--- config.mk ---
export PLATFORM = sky130hd
export DESIGN_NAME = decode_pipe
export DESIGN_NICKNAME = d
export VERILOG_FILES = /design/src/rtl/decode_pipe.sv
export SDC_FILE = /design/constraint.sdc
export NUM_CORES = 2
export LEC_CHECK = 0
export CAP_MARGIN = 20
export CORE_UTILIZATION = 66
export CTS_CLUSTER_SIZE = 12
export DETAILED_ROUTE_END_ITERATION = 8
export DONT_BUFFER_PORTS = 1
export GPL_ROUTABILITY_DRIVEN = 0
export PLACE_DENSITY_LB_ADDON = 0.2
export REMOVE_ABC_BUFFERS = 1
export SETUP_SLACK_MARGIN = 0.15
export SYNTH_ARGS = -nofsm -noshare
export SYNTH_HDL_FRONTEND = slang
export SYNTH_SLANG_ARGS = --single-unit
--- constraint.sdc ---
create_clock -name clk -period 5.3 [get_ports clk]
set_input_delay 0.53 -clock clk [delete_from_list [all_inputs] [get_ports clk]]
set_output_delay 0.53 -clock clk [all_outputs]
set_load 0.005 [all_outputs]
--- src/rtl/decode_pipe.sv ---
// decode_pipe: ID stage with register file (x0 hardwired, write-back bypass), load-use detection and ID/EX register.
// Latency: one cycle from accept (i_valid & o_ready & !i_flush) to o_valid.
// Backpressure: ID/EX holds while i_ready=0; o_ready drops on hold or load-use hazard; flush always drains upstream.
//
// Ports:
//   clk, reset_n                      clock, async active-low reset
//   i_valid/o_ready                   upstream handshake (IF/ID -> ID)
//   i_pc, i_instr, i_ctl, i_imm       instruction, PC, controller bundle, extended immediate
//   i_flush                           kill ID/EX contents and discard the incoming instruction
//   i_wb_en, i_wb_addr, i_wb_data     register file write-back port
//   o_valid/i_ready                   downstream handshake (ID/EX -> EX)
//   o_pc, o_imm, o_rs1_data, o_rs2_data, o_rs1, o_rs2, o_rd, o_ctl, o_mem_read   ID/EX register
//   o_stall                           load-use hazard this cycle
module decode_pipe #(
    parameter int         XLEN        = 32,
    parameter int         AW          = 5,
    parameter int         CTL_W       = 12,
    parameter logic [6:0] LOAD_OPCODE = 7'b0000011
) (
    input  logic             clk,
    input  logic             reset_n,
    input  logic             i_valid,
    output logic             o_ready,
    input  logic [XLEN-1:0]  i_pc,
    input  logic [31:0]      i_instr,
    input  logic [CTL_W-1:0] i_ctl,
    input  logic [XLEN-1:0]  i_imm,
    input  logic             i_flush,
    input  logic             i_wb_en,
    input  logic [AW-1:0]    i_wb_addr,
    input  logic [XLEN-1:0]  i_wb_data,
    output logic             o_valid,
    input  logic             i_ready,
    output logic [XLEN-1:0]  o_pc,
    output logic [XLEN-1:0]  o_imm,
    output logic [XLEN-1:0]  o_rs1_data,
    output logic [XLEN-1:0]  o_rs2_data,
    output logic [AW-1:0]    o_rs1,
    output logic [AW-1:0]    o_rs2,
    output logic [AW-1:0]    o_rd,
    output logic [CTL_W-1:0] o_ctl,
    output logic             o_mem_read,
    output logic             o_stall
);
    localparam int NREG = 2**AW;

    logic [XLEN-1:0]  r_rf [NREG];

    logic             r_valid;
    logic [XLEN-1:0]  r_pc;
    logic [XLEN-1:0]  r_imm;
    logic [XLEN-1:0]  r_rs1_data;
    logic [XLEN-1:0]  r_rs2_data;
    logic [AW-1:0]    r_rs1;
    logic [AW-1:0]    r_rs2;
    logic [AW-1:0]    r_rd;
    logic [CTL_W-1:0] r_ctl;
    logic             r_mem_read;

    logic [AW-1:0]    w_rs1;
    logic [AW-1:0]    w_rs2;
    logic [AW-1:0]    w_rd;
    logic [6:0]       w_opcode;
    logic [XLEN-1:0]  w_rs1_data;
    logic [XLEN-1:0]  w_rs2_data;
    logic             w_stall;
    logic             w_ready;
    logic             w_accept;
    logic             w_unused;

    assign w_rs1    = AW'(i_instr[19:15]);
    assign w_rs2    = AW'(i_instr[24:20]);
    assign w_rd     = AW'(i_instr[11:7]);
    assign w_opcode = i_instr[6:0];
    // funct fields are decoded by the external controller
    assign w_unused = ^{i_instr[31:25], i_instr[14:12]};

    // Register file: x0 is never written; writes proceed independent of stall/flush.
    always_ff @(posedge clk or negedge reset_n) begin
        if (!reset_n) begin
            for (int i = 0; i < NREG; i++) begin
                r_rf[i] <= '0;
            end
        end else if (i_wb_en && (i_wb_addr != '0)) begin
            r_rf[i_wb_addr] <= i_wb_data;
        end
    end

    // Read ports with same-cycle write-through so WB and ID can overlap.
    always_comb begin
        w_rs1_data = r_rf[w_rs1];
        if (w_rs1 == '0) begin
            w_rs1_data = '0;
        end else if (i_wb_en && (i_wb_addr == w_rs1)) begin
            w_rs1_data = i_wb_data;
        end
    end

    always_comb begin
        w_rs2_data = r_rf[w_rs2];
        if (w_rs2 == '0) begin
            w_rs2_data = '0;
        end else if (i_wb_en && (i_wb_addr == w_rs2)) begin
            w_rs2_data = i_wb_data;
        end
    end

    // Both source fields compared unconditionally: a false hazard costs one bubble, never correctness.
    assign w_stall  = i_valid & r_valid & r_mem_read & (r_rd != '0) &
                      ((r_rd == w_rs1) | (r_rd == w_rs2));
    assign w_ready  = i_flush | (~w_stall & (~r_valid | i_ready));
    assign w_accept = i_valid & w_ready & ~i_flush;

    always_ff @(posedge clk or negedge reset_n) begin
        if (!reset_n) begin
            r_valid    <= 1'b0;
            r_pc       <= '0;
            r_imm      <= '0;
            r_rs1_data <= '0;
            r_rs2_data <= '0;
            r_rs1      <= '0;
            r_rs2      <= '0;
            r_rd       <= '0;
            r_ctl      <= '0;
            r_mem_read <= 1'b0;
        end else if (i_flush) begin
            r_valid    <= 1'b0;
            r_ctl      <= '0;
            r_mem_read <= 1'b0;
        end else if (w_accept) begin
            r_valid    <= 1'b1;
            r_pc       <= i_pc;
            r_imm      <= i_imm;
            r_rs1_data <= w_rs1_data;
            r_rs2_data <= w_rs2_data;
            r_rs1      <= w_rs1;
            r_rs2      <= w_rs2;
            r_rd       <= w_rd;
            r_ctl      <= i_ctl;
            r_mem_read <= (w_opcode == LOAD_OPCODE);
        end else if (r_valid && i_ready) begin
            // Drained with nothing to replace it: insert a bubble.
            r_valid    <= 1'b0;
            r_ctl      <= '0;
            r_mem_read <= 1'b0;
        end
    end

    assign o_ready    = w_ready;
    assign o_stall    = w_stall;
    assign o_valid    = r_valid;
    assign o_pc       = r_pc;
    assign o_imm      = r_imm;
    assign o_rs1_data = r_rs1_data;
    assign o_rs2_data = r_rs2_data;
    assign o_rs1      = r_rs1;
    assign o_rs2      = r_rs2;
    assign o_rd       = r_rd;
    assign o_ctl      = r_ctl;
    assign o_mem_read = r_mem_read;

endmodule

==> results.md <==
- Outcome: complete, but fails checks
- Failing checks: DRC, hold timing, slew limit
- Final hold vios: 11
- CP arrival: just over 3 ns
- Post-synth EDFFs: 0
- WL final: 177 mm
- Slack of the worst reg-to-reg path: 2.05 ns
- Synth cell types: 36
- Max-slew violations: 145
- Crit. End Element: primary output
- WP data required: 4.77 ns
- Type of origin of the critical path: register
- First-pass GRT wire length: 261 mm
- Gate Count Post-Synth: between 3000 and 4000
- Fin crit share: around two thirds
- Sequential fraction of the synthesis area: 49.7%
- Clock Path Buffers: 3
- Initial DRC Count: 5342
- Clk sinks: 1181
- FF-to-FF path depth: 6
- Fin Clk Skew: 0.0243 ns
- Port bufs: 0
- Starting density of the core: 66.9%
- Worst min path class: in -> async
- Core area: 88800 um^2
- Share of layout cells above drive strength 1: 47.1%
- DR pass1 iterations: 8
- Yosys warns: 0
- Total GRT Usage: 39.2%
- Max-cap check violation count: 0
- P per Cell Area: 379 nW/um^2
- Vias in the first global route: 40600
- DR DRC count: 72
- LEAKAGE: around 28 nW
- Largest net degree at the start of global routing: 1182
- Die Span Y: 302 um
- H-tree levels: 3
- Reg-to-reg startpoint: o_valid$_DFFE_PN0P_
- Post-Syn Area: just under 60000 um^2
- Asr flop ratio synth: 100%
- Core Util, Final: 73.7%
- VDD IR max: 301 uV
- Worst-Margin Slew: 2.12 ns
- Relative slew slack: -41.5%
- Root Buffer: clkbuf_16
- TritonCTS clock tree: built
- Min Clock Period, post-route: 3.59 ns
- Synth Flop Type: dfrtp_1
- Routed Antenna Nets: 0
- CP Max Fanout: 67
- Die area: between 90000 and 100000 um^2
- Die width: 302 um
- Overall Power: between 20 and 25 mW
- Wirelength per Cell: 34.9 um
- Post-CTS setup buffer count: 0
- Via count: 38900
- Synth Area per Inst: 15.2 um^2
- Syn-to-layout area delta: 10.1%
- Worst-path clk slew: 0.06 ns
- Initial antenna violation count: 8
- # setup viols final: 0
- Row count: 109
- Register bit count reported by yosys: 1181
- GRT Residual Overflow: 0
- FF-to-FF End: o_rs1_data[0]$_DFFE_PN0P_
- I/O Pins: 310
- Worst hold margin: -0.101 ns
- Hpwl dp: 93.1 mm
- RSZ-0062 raised after global routing: false
- CTS buffer count: 121
- Final net count: 3966
- Vias per cell: around 7.7
- Clk_lat worst skew: 0.71 ns
- Fmax: 0.278 GHz
- CP Class: reg -> out
==> cells in the mapped netlist (2+ instances only) <==
master,instances,area [um^2]
a221o_1,64,641
buf_2,110,551
mux2_2,1004,11300
buf_4,22,165
or3b_2,2,17.5
dfrtp_1,1181,29600
or3b_1,2,17.5
a21oi_1,4,20.0
xor2_1,8,70.1
nor2_1,24,90.1
a2111oi_2,2,30.0
nand2b_1,2,12.5
clkbuf_1,247,927
mux4_2,512,11500
o22ai_1,257,1610
nand3_1,7,35.0
buf_1,58,218
nand2_1,149,559
nor4_1,66,413
o211a_4,2,35.0
and3_1,3,18.8
buf_6,8,90.1
nand3b_1,11,82.6
or3_1,2,12.5
a22o_1,12,105
mux2_1,67,754
xnor2_1,12,105
o21ai_0,66,330
nor3_1,4,20.0
or2_2,2,12.5
nor3b_1,5,37.5
==> where the power goes <==
part	switching [mW]	total [mW]	internal, mW
sequential	1.36	12.1	10.7
clock	3.55	8.29	4.74
combinational	1.59	4.45	2.86
==> critical path, stage by stage (launching register included) <==
cell and delay, ns:
dfrtp_1 0.52, nand3_1 0.24, a21oi_4 0.21, buf_4 0.89
inv_2 0.18, o21ai_0 0.23, nand2b_1 0.09
==> stage by stage <==
stage / TNS [ns] / area [um^2] / setup slack [ns] / std cells
floorplan: -233.68 / 57500 / -2.57 / 3475
global placement: 0 / 59600 / 2.29 / 4701
detailed placement: 0 / 59600 / 2.14 / 4702
CTS: 0 / 64600 / 1.84 / 5035
global route: 0 / 65400 / 1.64 / 5072
finish: 0 / 65400 / 1.71 / 5074
==> cell usage in the layout, fill, tap and decap left out, types with 3 or more instances in the layout <==
cell	n
dfrtp_1	1181
mux2_2	1004
mux4_2	512
o22ai_1	257
nand2_1	131
clkbuf_16	130
dlygate4sd3_1	123
mux2_1	67
o21ai_0	66
nor4_1	66
a221o_1	64
buf_4	62
clkbuf_1	35
clkbuf_8	27
clkinv_2	19
nand2_2	18
buf_16	18
nor2_4	16
xnor2_1	12
a22o_1	12
nand3b_1	11
nor2_1	8
xor2_1	8
diode_2	6
nand3_1	5
nor3b_1	5
nor3_1	4
or3b_2	4
buf_8	4
and3_1	3
inv_6	3
bufinv_16	3
==> final cells by class <==
class	count	area [um^2]
Antenna cell	6	15.0
Clock buffer	185	3580
Clock inverter	26	219
Fill cell	5156	23300
Inverter	1	3.75
Multi-Input combinational cell	2293	28100
Sequential cell	1181	29600
Tap cell	1165	1460
Timing Repair Buffer	217	2480
==> state kept, by name, summed over array words and instances (netlist names) <==
signal / cells
o_ctl: 12
o_imm: 32
o_mem_read: 1
o_pc: 32
o_rd: 5
o_rs1: 5
o_rs1_data: 32
o_rs2: 5
o_rs2_data: 32
o_valid: 1
r_rf: 1024
==> per-layer routing <==
metal	vias up	track usage, %	share of wire (%)
met3	522	10.9	11
met4	2	17.9	4.5
met2	2587	59.1	46
met1	20700	53.8	38
met5	-	0	0.0062
li1	15000	-	-
==> what timing repair did <==
item                      4_1_cts  5_1_grt
hold buffers                  122        2
gates resized for setup         0        0
hold endpoints to repair     2324      146
==> logic make-up after synthesis <==
| kind of cell | synth area share [%] |
|---|---|
| xor gates and xnor gates | 0.295 |
| buffers and inverters | 3.29 |
| AOI/OAI and AO/OA | 4.69 |
| DFF | 49.7 |
| and+or+nand+nor | 2.27 |
| muxes | 39.7 |
==> worst max-delay path by stage <==
stage,from,endpoint,slack [ns],depth (start not counted)
floorplan,i_valid,o_imm[0]$_DFFE_PN0P_,-2.57,4
global placement,i_wb_addr[0],r_rf[623]$_DFFE_PN0P_,2.29,4
detailed placement,i_instr[20],o_pc[8]$_DFFE_PN0P_,2.14,6
CTS,o_valid$_DFFE_PN0P_,o_ready,1.84,6
global route,o_rd[0]$_DFFE_PN0P_,o_ready,1.64,6
finish,o_valid$_DFFE_PN0P_,o_ready,1.71,6
Note: power is estimated with default switching activity, not from simulation.
